$ cat src/rtl/param_cmd_pkg.sv
// Shared definitions for the parameter-command arbiter: verdict codes,
// FSM state encoding and the verdict priority helper.
package param_cmd_pkg;

    typedef enum logic [1:0] {
        RSP_ACK     = 2'd0,
        RSP_NAK     = 2'd1,
        RSP_ERR     = 2'd2,
        RSP_TIMEOUT = 2'd3
    } rsp_code_e;

    typedef enum logic [1:0] {
        ST_IDLE  = 2'd0,
        ST_ISSUE = 2'd1,
        ST_WAIT  = 2'd2,
        ST_GAP   = 2'd3
    } state_e;

    // Caller guarantees at least one verdict line is high; err beats nak beats ack.
    function automatic rsp_code_e verdict_code(input logic err, input logic nak);
        if (err) begin
            return RSP_ERR;
        end
        if (nak) begin
            return RSP_NAK;
        end
        return RSP_ACK;
    endfunction

endpackage

$ cat src/rtl/param_cmd_arbiter_rr.sv
// Round-robin arbiter: one-hot grant among active requests, searching from the
// slot after the last winner. The pointer only moves on an accepted grant.
module rr_arbiter #(
    parameter int N = 2
) (
    input  logic                 clk,
    input  logic                 reset_n,
    input  logic [N-1:0]         req,
    input  logic                 advance,
    output logic [N-1:0]         grant,
    output logic [$clog2(N)-1:0] grant_idx
);

    localparam int IW = $clog2(N);

    logic [IW-1:0] ptr_q, ptr_d;
    logic [IW-1:0] idx;
    logic          found;

    function automatic logic [IW-1:0] slot(input logic [IW-1:0] base, input int k);
        int s;
        s = int'(base) + k;
        if (s >= N) begin
            s = s - N;
        end
        return IW'(s);
    endfunction

    always_comb begin
        // NOTE: every output of a combinational block gets a default first, so no path leaves it unassigned and no latch is inferred.
        grant     = '0;
        grant_idx = '0;
        found     = 1'b0;
        idx       = '0;
        for (int k = 0; k < N; k++) begin
            idx = slot(ptr_q, k);
            if (!found && req[idx]) begin
                found      = 1'b1;
                grant[idx] = 1'b1;
                grant_idx  = idx;
            end
        end
    end

    always_comb begin
        ptr_d = ptr_q;
        if (advance) begin
            ptr_d = (grant_idx == IW'(N - 1)) ? '0 : grant_idx + IW'(1);
        end
    end

    always_ff @(posedge clk or negedge reset_n) begin
        // NOTE: state registers use non-blocking assignments so every flop samples pre-edge values regardless of block order.
        if (!reset_n) begin
            ptr_q <= '0;
        end else begin
            ptr_q <= ptr_d;
        end
    end

endmodule

$ cat src/rtl/param_cmd_arbiter.sv
// Shares one parameter decoder among N_REQ command sources: round-robin accept,
// single-cycle issue, verdict/timeout wait, then a guard gap before the next word.
module param_cmd_arbiter
    import param_cmd_pkg::*;
#(
    parameter int N_REQ          = 2,
    parameter int TIMEOUT_CYCLES = 15,
    parameter int GAP_CYCLES     = 2
) (
    input  logic                  clk,
    input  logic                  reset_n,
    input  logic [N_REQ-1:0]      req_valid,
    input  logic [N_REQ*32-1:0]   req_data,
    output logic [N_REQ-1:0]      req_ready,
    output logic [N_REQ-1:0]      rsp_valid,
    output logic [1:0]            rsp_code,
    output logic [31:0]           dec_data,
    output logic                  dec_valid,
    input  logic                  dec_ack,
    input  logic                  dec_nak,
    input  logic                  dec_err,
    output logic                  busy
);

    localparam int IW = $clog2(N_REQ);
    localparam int TW = $clog2(TIMEOUT_CYCLES + 1);
    localparam int GW = $clog2(GAP_CYCLES);

    state_e          state_q, state_d;
    logic [31:0]     data_q, data_d;
    logic [IW-1:0]   owner_q, owner_d;
    logic [TW-1:0]   tmo_cnt_q, tmo_cnt_d;
    logic [GW-1:0]   gap_cnt_q, gap_cnt_d;
    logic [N_REQ-1:0] rsp_valid_q, rsp_valid_d;
    rsp_code_e       rsp_code_q, rsp_code_d;

    logic [N_REQ-1:0] grant;
    logic [IW-1:0]    grant_idx;
    logic             accept;
    logic [31:0]      req_words [N_REQ];

    for (genvar g = 0; g < N_REQ; g++) begin : g_unpack
        assign req_words[g] = req_data[32*g +: 32];
    end

    rr_arbiter #(.N(N_REQ)) u_rr (
        .clk       (clk),
        .reset_n   (reset_n),
        .req       (req_valid),
        .advance   (accept),
        .grant     (grant),
        .grant_idx (grant_idx)
    );

    // Gated by reset_n as well so req_ready reads zero while reset is held.
    assign req_ready = (state_q == ST_IDLE && reset_n) ? grant : '0;
    assign accept    = |req_ready;

    always_comb begin
        state_d     = state_q;
        data_d      = data_q;
        owner_d     = owner_q;
        tmo_cnt_d   = tmo_cnt_q;
        gap_cnt_d   = gap_cnt_q;
        rsp_valid_d = '0;
        rsp_code_d  = rsp_code_q;
        unique case (state_q)
            ST_IDLE: begin
                if (accept) begin
                    data_d  = req_words[grant_idx];
                    owner_d = grant_idx;
                    state_d = ST_ISSUE;
                end
            end
            ST_ISSUE: begin
                tmo_cnt_d = '0;
                state_d   = ST_WAIT;
            end
            ST_WAIT: begin
                // A verdict in the final WAIT cycle is checked first, so it beats the timeout.
                if (dec_err || dec_nak || dec_ack) begin
                    rsp_code_d  = verdict_code(dec_err, dec_nak);
                    rsp_valid_d = N_REQ'(1) << owner_q;
                    gap_cnt_d   = '0;
                    state_d     = ST_GAP;
                end else begin
                    tmo_cnt_d = tmo_cnt_q + TW'(1);
                    if (tmo_cnt_d == TW'(TIMEOUT_CYCLES)) begin
                        rsp_code_d  = RSP_TIMEOUT;
                        rsp_valid_d = N_REQ'(1) << owner_q;
                        gap_cnt_d   = '0;
                        state_d     = ST_GAP;
                    end
                end
            end
            ST_GAP: begin
                if (gap_cnt_q == GW'(GAP_CYCLES - 1)) begin
                    state_d = ST_IDLE;
                end else begin
                    gap_cnt_d = gap_cnt_q + GW'(1);
                end
            end
            default: state_d = ST_IDLE;
        endcase
    end

    always_ff @(posedge clk or negedge reset_n) begin
        if (!reset_n) begin
            state_q     <= ST_IDLE;
            data_q      <= '0;
            owner_q     <= '0;
            tmo_cnt_q   <= '0;
            gap_cnt_q   <= '0;
            rsp_valid_q <= '0;
            rsp_code_q  <= RSP_ACK;
        end else begin
            state_q     <= state_d;
            data_q      <= data_d;
            owner_q     <= owner_d;
            tmo_cnt_q   <= tmo_cnt_d;
            gap_cnt_q   <= gap_cnt_d;
            rsp_valid_q <= rsp_valid_d;
            rsp_code_q  <= rsp_code_d;
        end
    end

    assign dec_data  = data_q;
    assign dec_valid = (state_q == ST_ISSUE);
    assign busy      = (state_q != ST_IDLE);
    assign rsp_valid = rsp_valid_q;
    assign rsp_code  = rsp_code_q;

endmodule

$ cat config.mk
export PLATFORM = sky130hd
export DESIGN_NAME = param_cmd_arbiter
export DESIGN_NICKNAME = d
export VERILOG_FILES = /design/src/rtl/param_cmd_pkg.sv /design/src/rtl/param_cmd_arbiter_rr.sv /design/src/rtl/param_cmd_arbiter.sv
export SDC_FILE = /design/constraint.sdc
export NUM_CORES = 1
export LEC_CHECK = 0
export ABC_AREA = 1
export CORE_MARGIN = 2
export CORE_UTILIZATION = 35
export DETAILED_ROUTE_END_ITERATION = 8
export GPL_TIMING_DRIVEN = 0
export PLACE_DENSITY = 0.72
export SLEW_MARGIN = 0
export SYNTH_ARGS = -nofsm -noshare
export SYNTH_HDL_FRONTEND = slang
export SYNTH_SLANG_ARGS = --single-unit
export TNS_END_PERCENT = 1
$ cat constraint.sdc
create_clock -name clk -period 1.9 [get_ports clk]
set_clock_uncertainty 0.2 [all_clocks]
set_input_delay 0.19 -clock clk [delete_from_list [all_inputs] [get_ports clk]]
set_output_delay 0.19 -clock clk [all_outputs]
set_load 0.03 [all_outputs]
== Word level (Yosys, flattened, before mapping) ==
Cells that the tools add are included.

* Bits in latches: 0
* RAM bits: 0
* Memories: 0
* Memory bits (read-only): 0
* Output and inout port bits: 40
* Bits in registers: 45
* Word-level logic and storage cells: 96

* Add/subtract/negate cells: 6
* Div/mod/pow operators: 0
* Reductions and logical operators: 18
* Bitwise operators: 2
* $mul: 0
* $lt $le $gt $ge: 7
* Muxes and demuxes: 46
* Equality and inequality tests: 8
* Shifts and indexed selects: 1

{| class="wikitable"
|+ Operators by type and width
! cell !! number
|-
| $mux W32 || 3
|-
| $mux W2 || 15
|-
| $mux W1 || 22
|-
| $pmux W2 S4 || 1
|-
| $pmux W4 S2 || 1
|-
| $reduce_and A2 Y1 || 4
|-
| $reduce_bool A2 Y1 || 4
|-
| $ne A2 B2 Y1 const B || 3
|-
| $add A4 B1 Y4 const B || 1
|-
| $eq A2 B2 Y1 const B || 2
|-
| $eq A4 B4 Y1 const B || 1
|-
| $ge A2 B2 Y1 const B || 2
|-
| $logic_and A1 B1 Y1 || 4
|-
| $lt A1 B2 Y1 const B || 2
|-
| $mux W4 || 1
|-
| $ne A3 B3 Y1 const B || 1
|-
| $reduce_and A3 Y1 || 1
|-
| $add A1 B1 Y1 const B || 2
|-
| $add A1 B1 Y2 const B || 1
|-
| $demux W1 S1 || 2
|-
| $eq A2 B1 Y1 const B || 1
|-
| $ge A1 B1 Y1 const B || 2
|-
| $ge A1 B2 Y1 const B || 1
|-
| $logic_not A2 Y1 || 1
|-
| other kinds (8) || 10
|}

== Depth between registers and ports, before layout ==
Gate-level depths: netlist (run 1).

* Depth in word-level cells: 13
* Gate-level depth with buffers: 10
* Mapped depth without buffers: 10

== Cells and area by module ==
From an unflattened synthesis (run 1), not the netlist that was laid out.

* Cell total of the unflattened synthesis: 310
* Area total of the unflattened synthesis: 2463.6 µm²

{| class="wikitable"
|+ By module, submodules not included
! module !! cells each !! seq. area each (µm²) !! area each (µm²) !! instances
|-
| param_cmd_arbiter || 299 || 1101.1 || 2398.6 || 1
|-
| rr_arbiter || 11 || 25.0 || 65.1 || 1
|}

== Worst setup path after synthesis (run 1) ==
No wires, ideal clock.

* Path kind: reg2reg
* Start point: register state_q[0]
* End point: register data_q[0] (netlist: dec_data[0])
* Slack: 0.205 ns
* Stages on the path, launching flop included: 9
* Buffers on the path: 1
* Arrival: 1.365 ns
* Path through: dfrtp_1 inv_1 ha_1 nand2_1 inv_1 nand3_1 nand2_4 buf_2 a31oi_1

* Word-level cells in the longest chain between the ends: 5

{| class="wikitable"
|+ RTL lines
! element !! RTL line !! text
|-
| from (decl) || param_cmd_arbiter.sv:29 || <nowiki>state_e state_q, state_d;</nowiki>
|-
| from (signal assigned) || param_cmd_arbiter.sv:117 || <nowiki>state_q <= state_d;</nowiki>
|-
| $logic_not A2 Y1 (*) || param_cmd_arbiter.sv:56, param_cmd_arbiter.sv:67 ||
|-
| $logic_and A1 B1 Y1 || param_cmd_arbiter.sv:56 || <nowiki>assign req_ready = (state_q == ST_IDLE && reset_n) ? grant : '0;</nowiki>
|-
| $mux W2 || param_cmd_arbiter.sv:56 ||
|-
| $reduce_or A2 Y1 || param_cmd_arbiter.sv:57 || <nowiki>assign accept = |req_ready;</nowiki>
|-
| $reduce_and A2 Y1 (no source line) (*) || -- ||
|-
| to (signal assigned) || param_cmd_arbiter.sv:118 || <nowiki>data_q <= data_d;</nowiki>
|-
| to (decl) || param_cmd_arbiter.sv:30 || <nowiki>logic [31:0] data_q, data_d;</nowiki>
|}

Every way passes the cells marked *; elsewhere a longest branch is shown, timed or not.
A chain may end at the register's enable or synchronous reset.

== Final worst setup path (run 1) ==
* Start point: register state_q[1]
* End point: output req_ready[0]

* Word-level cells in the longest chain between the ends: 3

{| class="wikitable"
|+ RTL lines
! element !! RTL line !! text
|-
| $logic_not A2 Y1 || param_cmd_arbiter.sv:56 ||
|-
| $logic_and A1 B1 Y1 || param_cmd_arbiter.sv:56 ||
|-
| $mux W2 || param_cmd_arbiter.sv:56 ||
|-
| to (decl) || param_cmd_arbiter.sv:14 || <nowiki>output logic [N_REQ-1:0] req_ready,</nowiki>
|}

Every way passes these cells.

==> impl_metrics.json, run 1 <==
{
  "status": "completed",
  "setup.worst_path.end": "req_ready[0]",
  "path_delay_family": "flip-flops",
  "fin_area_sq_um": 3616,
  "cts_sinks": 45,
  "ioPinCount": 111,
  "hold_path_class": "primary input to flop",
  "rsz0062_at_grt": "no",
  "vias": 2317,
  "fin_crit_sh_pct": 95.25,
  "vias_per_cell": 4.994,
  "clock_latency_ns": 0.30,
  "diodes": 0,
  "end_kind": "output pin",
  "drive_gt1_share_pct": 8.740,
  "gr-usage-met3_pct": 4.649,
  "setup.worst_path.class": "flop to output pin",
  "grt_pass1_wl_um": 10980,
  "coreArea_sq_um": 6026,
  "post_drt_wl_per_cell_um": 14.44,
  "rr_worst_depth": 10,
  "cts_tree": "built",
  "use_met1_pct": 24.97,
  "fillers": 552,
  "postPlaceCellArea_sq_um": 3422,
  "grt_pass1_vias": 2310,
  "antenna_found_initial": 0,
  "arrival_ns": 1.42,
  "critPathMaxFanout": 4,
  "slowest_delay_ns": 0.42,
  "yosys-top-cells-area": "dfrtp_1 51%, nand2_1 9.7%, a31oi_1 9.0%, nand3_1 8.1%, nor2_1 6.1%",
  "syn_to_final_growth_pct": 63.46,
  "dieHeight_um": 83.50,
  "post-dp-hpwl_um": 4863,
  "regToRegSetupSlack_ns": 0.14,
  "relSlewSlack_pct": 53.37,
  "syn_inst": 265,
  "synth.distinct_cells": 19,
  "final_cells": 464,
  "post-place-cells": 451,
  "yosysTopAreaCell": "dfrtp_1",
  "slew_violations": 0,
  "start_kind": "flop",
  "groute.usage.overall_pct": 19.28,
  "die_x_um": 83.50,
  "yosys_register_bits": 45,
  "first_pass_iters": 4,
  "ir_drop_v": 0.0008555,
  "syn_area_sq_um": 2212,
  "critPathSlowestCell": "dfrtp_1",
  "mostFrequentLayoutCell": "clkdlybuf4s50_1",
  "fp.dieArea_sq_um": 6972,
  "start_util_pct": 36.71,
  "drt-total-wl_um": 6702,
  "met2_usage_pct": 32.99,
  "worst-path-buf-inv": 4,
  "critical_path_depth": 7,
  "setup_viol": 0,
  "cts_root_buf": "clkbuf_8",
  "place_congestion": 0.7766,
  "powerDensity_nw_per_um2": 1544,
  "h-tree-depth": 2,
  "num-nets-final": 466,
  "path_cells": "inv_2 -> ha_4 -> nand2_1 -> inv_2 -> nand3_4 -> inv_2 -> buf_6",
  "numCtsBuffers": 5,
  "r2r-start": "state_q[1]",
  "tightest_slew_ns": 0.6972,
  "fin_crit_ns": 1.810,
  "startpoint": "state_q[1]",
  "drc": 0,
  "clk_path_buf_depth": 2,
  "maxCapViolCount": 0,
  "fmax_mhz": 552.5,
  "final_antenna_net_count": 0,
  "grt-ovfl-total": 0,
  "r2r-end": "state_q[0]",
  "grt_max_degree": 33,
  "power.leakage_uw": 0.001575,
  "synth.avg_cell_area_sq_um": 8.348,
  "clkTransAtPathRegs_ns": 0.08,
  "mostFrequentLayoutCells": "105 x clkdlybuf4s50_1, 57 x nand2_1, 45 x dfrtp_1, 36 x nor2_1, 35 x nand3_1",
  "std_cell_rows": 28,
  "crit_top_cell": "inv_2",
  "cp_data_required_time_ns": 1.51,
  "grt_busiest_layer": "met2",
  "synth_fp_nets": 343,
  "ys_seq_area_share_pct": 50.90,
  "synth.top_cell.area_share_pct": 50.90,
  "yosysWarnings": 0,
  "io_buffers": 110,
  "hold_violations": 0,
  "drt_iter0_drc": 65
}
[what timing repair did]
action                                 4_1_cts  5_1_grt
setup endpoints to repair                   34       37
endpoints found under the hold margin       45        0
gates resized for setup                     14       15
pin swaps                                    1        1
buffers inserted                             0        4
hold buffers                                 1        0
cloned                                       0        0
[worst min-delay path by stage]
stage,depth (start not counted),endpoint,slack [ns],from
2_1_floorplan,0,dec_data[0],-0.31,reset_n
3_3_place_gp,1,rsp_valid[0],0.21,owner_q
3_5_place_dp,1,dec_data[28],-0.07,reset_n
4_1_cts,5,owner_q,0.15,reset_n
5_1_grt,5,u_rr.ptr_q,0.14,reset_n
6_report,5,u_rr.ptr_q,0.13,reset_n
[metal layers]
metal | vias to the layer above | share of wire, %
met1 | 1091 | 44
li1 | 1133 | -
met5 | - | 0
met4 | 0 | 0.81
met3 | 9 | 6.3
met2 | 84 | 49
[cell families after synthesis]
| logic type | share of synthesized area (%) |
|---|---|
| and+or+nand+nor | 27.15 |
| adders and majority gates | 3.959 |
| DFF | 50.90 |
| buffers and inverters | 6.787 |
| AOI/OAI and AO/OA | 11.20 |
[cell usage after synthesis]
cell / instances
buf_2: 3
clkbuf_1: 9
nor3_2: 1
ha_1: 7
nor2_1: 36
nand3_1: 36
inv_1: 17
dfrtp_1: 45
nand4_1: 3
o21ai_0: 6
or2_2: 1
clkinv_1: 1
nand2_2: 4
buf_6: 3
o22ai_1: 2
nand2_4: 1
a21oi_1: 1
nand2_1: 57
a31oi_1: 32
[report_power, final]
part	switching [uW]	internal, uW	total (uW)
registers	255	1410	1660
clock network	324	429	753
logic	1830	1340	3170
total	2410	3170	5580
[cell type report]
cell class / count / area, sq um / share of cell area [%]
buffer: 15 / 90.09 / 2.491
timing repair buffer: 116 / 1156 / 31.97
clock buffer: 7 / 86.33 / 2.388
sequential: 45 / 1126 / 31.14
inverter: 18 / 67.56 / 1.869
clock inverter: 1 / 30.03 / 0.8304
multi-input combinational: 187 / 965.9 / 26.71
tap: 75 / 93.84 / 2.595
[flip-flops by register name (all words and copies together) (netlist names)]
register	cells
dec_data	32
gap_cnt_q	1
owner_q	1
rsp_code	2
rsp_valid	2
state_q	2
tmo_cnt_q	4
u_rr.ptr_q	1
[stage by stage]
step	TNS (ns)	utilization (%)	power, uW	setup WS [ns]	hold WS (ns)
finish	0	60.01	5585	0.09017	0.1299
global route	0	60.01	5947	0.003771	0.1371
floorplan	0	-	3476	0.2047	-0.3056
global placement	-104.67	56.54	4692	-1.975	0.2108
CTS	-0.3002	58.95	5534	-0.1485	0.1528
detailed placement	-2.976	56.79	4771	-0.3437	-0.07220
[worst min-delay path: stages]
cell and delay [ns]:
buf_2 0.12, nand2_1 0.07, inv_2 0.06, nand3_4 0.08
nand2_1 0.06
No activity file was read; power rests on OpenSTA's default activity.
==> inputs of run 2 (changes only) <==
--- a/config.mk
+++ b/config.mk
@@ -6,11 +6,14 @@
 export NUM_CORES = 1
 export LEC_CHECK = 0
 export ABC_AREA = 1
+export CELL_PAD_IN_SITES_DETAIL_PLACEMENT = 2
+export CELL_PAD_IN_SITES_GLOBAL_PLACEMENT = 2
 export CORE_MARGIN = 2
-export CORE_UTILIZATION = 35
+export CORE_UTILIZATION = 21
 export DETAILED_ROUTE_END_ITERATION = 8
+export GPL_ROUTABILITY_DRIVEN = 0
 export GPL_TIMING_DRIVEN = 0
-export PLACE_DENSITY = 0.72
+export PLACE_DENSITY_LB_ADDON = 0.1
 export SLEW_MARGIN = 0
 export SYNTH_ARGS = -nofsm -noshare
 export SYNTH_HDL_FRONTEND = slang
==> run 2 against run 1 <==
Critical path depth decreased by 4; combinational power rose by 3%; sequential power is essentially flat; hold slack better by 0.075 ns; critical path type unchanged; die area up 63%; register-to-register slack improved by 0.03 ns; cell count is 13% higher; clock power is 16% lower; largest cell class unchanged.
==> impl_metrics.json, run 2 (synthesized netlist as in run 1, its figures left out) <==
{
  "antenna_found_initial": 0,
  "powerDensity_nw_per_um2": 1498,
  "io_buffers": 110,
  "r2r-end": "state_q[1]",
  "fin_crit_sh_pct": 96.18,
  "cts_tree": "built",
  "vias": 2356,
  "power.leakage_uw": 0.001572,
  "critical_path_depth": 3,
  "numCtsBuffers": 5,
  "rsz0062_at_grt": "yes",
  "slowest_delay_ns": 0.43,
  "slew_violations": 0,
  "grt-ovfl-total": 0,
  "setup.worst_path.end": "dec_valid",
  "drc": 0,
  "clk_path_buf_depth": 2,
  "ir_drop_v": 0.0005114,
  "drive_gt1_share_pct": 9.231,
  "seqPwrFrac_pct": 30.0,
  "mostFrequentLayoutCells": "105 x clkdlybuf4s50_1, 56 x nand2_1, 45 x dfrtp_1, 36 x nor2_1, 35 x nand3_1",
  "fin_area_sq_um": 3697,
  "ioPinCount": 111,
  "regToRegSetupSlack_ns": 0.17,
  "first_pass_iters": 4,
  "drt-total-wl_um": 8144,
  "cts_root_buf": "clkbuf_8",
  "holdWs_ns": 0.2044,
  "largest_reg_flops": 32,
  "fin_crit_ns": 1.827,
  "combPwrFrac_pct": 58.6,
  "mostFrequentLayoutCell": "clkdlybuf4s50_1",
  "switchingPower_uw": 2511,
  "grt_pass1_wl_um": 13210,
  "end_kind": "output pin",
  "dieHeight_um": 106.6,
  "fmax_mhz": 547.2,
  "clkPwrFrac_pct": 11.4,
  "cp_data_required_time_ns": 1.51,
  "swShare_pct": 45.33,
  "start_util_pct": 21.52,
  "rr_worst_depth": 8,
  "groute.usage.overall_pct": 14.99,
  "clkTransAtPathRegs_ns": 0.09,
  "diodes": 0,
  "setup_viol": 0,
  "path_cells": "buf_4 -> ha_1 -> dlygate4sd2_1",
  "num-nets-final": 467,
  "worst-path-buf-inv": 2,
  "setup.worst_path.class": "flop to output pin",
  "critPathSlowestCell": "dfrtp_1",
  "coreArea_sq_um": 10280,
  "critPathMaxFanout": 4,
  "r2r-start": "state_q[1]",
  "std_cell_rows": 37,
  "cts_sinks": 45,
  "clock_latency_ns": 0.30,
  "tightest_slew_ns": 1.014,
  "drt_iter0_drc": 51,
  "arrival_ns": 1.44,
  "die_x_um": 106.6,
  "vias_per_cell": 4.479,
  "h-tree-depth": 2,
  "relSlewSlack_pct": 32.20,
  "post-dp-hpwl_um": 6110,
  "path_delay_family": "buffers and inverters",
  "start_kind": "flop",
  "post_drt_wl_per_cell_um": 15.48,
  "final_antenna_net_count": 0,
  "status": "completed",
  "hold_violations": 0,
  "grt_max_degree": 26,
  "syn_to_final_growth_pct": 67.14,
  "internal_power_uw": 3028,
  "hold_path_class": "primary input to flop",
  "startpoint": "state_q[0]",
  "fp.dieArea_sq_um": 11370,
  "maxCapViolCount": 0,
  "grt_pass1_vias": 2547,
  "postPlaceCellArea_sq_um": 3498
}
==> run 2: routing by layer <==
layer  GRT usage (%)  up-vias  share of wire (%)
met2           26.11       70                 50
met1           17.79     1143                 42
met4           3.896        0                1.2
met5               0        -                  0
met3           4.802        7                7.0
li1                -     1136                  -
==> run 2: area by class of cell <==
cell class              count  area, sq um
plain buffers              15        91.34
multi-input cells         187        973.4
repair buffers            117         1179
clock buffers               6        72.57
clock inverters             2        15.01
well taps                 136        170.2
flip-flops and latches     45         1126
inverters                  18        70.07
fillers                  1213         6580
==> run 2: power by group through the flow <==
| stage | Combinational [uW] | Sequential (uW) | Clock, uW |
|---|---|---|---|
| floorplan | 1080 | 2400 | 0 |
| global placement | 3120 | 1670 | 0 |
| detailed placement | 3180 | 1690 | 0 |
| CTS | 3230 | 1680 | 666 |
| global route | 3550 | 1720 | 697 |
| finish | 3250 | 1660 | 631 |
==> run 2: worst min-delay path, stage by stage <==
cell	delay, ns
buf_2	0.13
buf_12	0.13
nand2_4	0.05
inv_4	0.04
nand3_4	0.08
nand2_1	0.05
==> run 2: how the worst min path moves through the flow <==
stage / from / end / slack [ns] / cells after the start
floorplan: reset_n / dec_data[0] / -0.31 / 0
global placement: owner_q / rsp_valid[0] / 0.21 / 1
detailed placement: reset_n / tmo_cnt_q[0] / 0.02 / 1
CTS: req_data[47] / dec_data[15] / 0.23 / 3
global route: reset_n / u_rr.ptr_q / 0.22 / 6
finish: reset_n / u_rr.ptr_q / 0.20 / 6
==> run 2: what timing repair did <==
item | 4_1_cts | 5_1_grt
setup endpoints to repair | 37 | 33
endpoints found under the hold margin | 20 | 0
hold buffers | 3 | 0
resized for setup | 22 | 12
buffers inserted | 0 | 3
pin swaps | 0 | 1
==> run 2: stage by stage <==
stage / instances / setup slack [ns] / utilization [%] / TNS (ns) / power [uW]
floorplan: 265 / 0.2047 / - / 0 / 3476
global placement: 511 / -2.195 / 33.89 / -124.76 / 4796
detailed placement: 512 / -0.6375 / 34.04 / -13.20 / 4875
CTS: 523 / -0.07602 / 35.45 / -0.1027 / 5579
global route: 526 / -0.04311 / 35.98 / -0.2661 / 5974
finish: 526 / 0.07262 / 35.98 / 0 / 5539
==> inputs of run 3 (changes only) <==
--- a/config.mk
+++ b/config.mk
@@ -18,4 +18,3 @@
 export SYNTH_ARGS = -nofsm -noshare
 export SYNTH_HDL_FRONTEND = slang
 export SYNTH_SLANG_ARGS = --single-unit
-export TNS_END_PERCENT = 1
==> run 3 against run 2 <==
The run now ends with negative hold slack left; sequential share of layout area is 0.45 points lower; via count fell by 0.64%; cell area rose by 1.5%; critical path type unchanged; critical endpoint unchanged; highest routed layer unchanged.
==> impl_metrics.json, run 3 (synthesized netlist as in run 1, its figures left out) <==
{
  "coreArea_sq_um": 10280,
  "cts_root_buf": "clkbuf_8",
  "rsz0062_at_grt": "yes",
  "rr_worst_depth": 8,
  "setup_viol": 0,
  "hold_path_class": "primary input to async pin",
  "setup.worst_path.class": "flop to output pin",
  "cp_data_required_time_ns": 1.51,
  "fin_crit_ns": 1.809,
  "fin_tns_setup_ns": 0,
  "fin_crit_sh_pct": 95.22,
  "groute.usage.overall_pct": 15.28,
  "drt-total-wl_um": 8293,
  "relSlewSlack_pct": 67.31,
  "cts_tree": "built",
  "design_power_total_uw": 5520,
  "arrival_ns": 1.42,
  "power.leakage_uw": 0.001598,
  "mostFrequentLayoutCell": "clkdlybuf4s50_1",
  "holdWs_ns": -0.01492,
  "tightest_slew_ns": 0.4903,
  "numCtsBuffers": 5,
  "h-tree-depth": 2,
  "powerDensity_nw_per_um2": 1471,
  "mostFrequentLayoutCells": "105 x clkdlybuf4s50_1, 57 x nand2_1, 45 x dfrtp_1, 36 x nor2_1, 35 x nand3_1",
  "postPlaceCellArea_sq_um": 3498,
  "grt_pass1_wl_um": 13400,
  "io_buffers": 110,
  "fin_area_sq_um": 3752,
  "clk_path_buf_depth": 2,
  "grt_max_degree": 26,
  "dieHeight_um": 106.6,
  "status": "finished, violations left",
  "critPathMaxFanout": 3,
  "grt_pass1_vias": 2564,
  "syn_to_final_growth_pct": 69.63,
  "final_antenna_net_count": 0,
  "ir_drop_v": 0.0004953,
  "cts_sinks": 45,
  "maxCapViolCount": 0,
  "ioPinCount": 111,
  "regToRegSetupSlack_ns": 0.14,
  "std_cell_rows": 37,
  "antenna_found_initial": 0,
  "vias_per_cell": 4.434,
  "post_drt_wl_per_cell_um": 15.71,
  "hold_violations": 23,
  "start_kind": "flop",
  "num-nets-final": 469,
  "largest_reg_flops": 32,
  "diodes": 0,
  "final_cells": 528,
  "start_util_pct": 21.52,
  "drc": 0,
  "clock_latency_ns": 0.30,
  "violations": "negative hold slack",
  "slew_violations": 0,
  "post-place-cells": 512,
  "end_kind": "output pin",
  "die_x_um": 106.6,
  "vias": 2341,
  "post-dp-hpwl_um": 6110,
  "fp.dieArea_sq_um": 11370,
  "fmax_mhz": 552.8,
  "drive_gt1_share_pct": 10.46,
  "drt_iter0_drc": 32,
  "grt-ovfl-total": 0,
  "clkTransAtPathRegs_ns": 0.11,
  "first_pass_iters": 4
}
run 3: per-stage QoR:
step | utilization, % | setup WS [ns]
2_1_floorplan | - | 0.2047
3_3_place_gp | 33.89 | -2.195
3_5_place_dp | 34.04 | -0.6375
4_1_cts | 36.04 | -0.01762
5_1_grt | 36.51 | -0.01477
6_report | 36.51 | 0.09089
run 3: worst max-delay path: stages, from the launching register on:
cell           delay, ns
dfrtp_1             0.41
buf_4               0.15
ha_1                0.21
dlygate4sd2_1       0.36
run 3: worst paths after layout:
check,end,startpoint
max in group asynchronous,dec_data[30],reset_n
worst min-delay path,dec_data[25],reset_n
worst max register to register,dec_data[23],state_q[0]
worst max-delay path,dec_valid,state_q[0]
worst min register to register,rsp_valid[0],owner_q
min in group clk,rsp_valid[0],owner_q
run 3: power by group:
group,total [uW],leakage [uW],internal [uW],switching [uW]
Combinational,3230,0.00104,1350,1880
Sequential,1650,0.000523,1410,246
Clock,633,0.0000374,260,373
Total,5520,0.00160,3020,2500
run 3: layout make-up:
| type | instances | area [sq um] |
|---|---|---|
| timing repair buffer | 119 | 1244 |
| sequential | 45 | 1126 |
| clock buffer | 6 | 72.57 |
| tap | 136 | 170.2 |
| buffer | 15 | 91.34 |
| inverter | 18 | 67.56 |
| fill | 1211 | 6525 |
| clock inverter | 2 | 15.01 |
| multi-input combinational | 187 | 965.9 |
run 3: routing by layer:
layer / vias up / GRT usage [%] / wire length (um)
li1: 1139 / - / -
met4: 0 / 3.896 / 99
met1: 1122 / 18.58 / 3473
met5: - / 0 / 0
met3: 7 / 4.802 / 583
met2: 73 / 26.21 / 4137
run 3: timing repair:
action                     in CTS  in global routing
resized for setup              20                 15
buffers inserted                2                  0
gates cloned                    0                  0
pin swaps                       1                  0
hold buffers                    5                  2
hold endpoints to repair       45                 20
setup endpoints to repair      37                 52
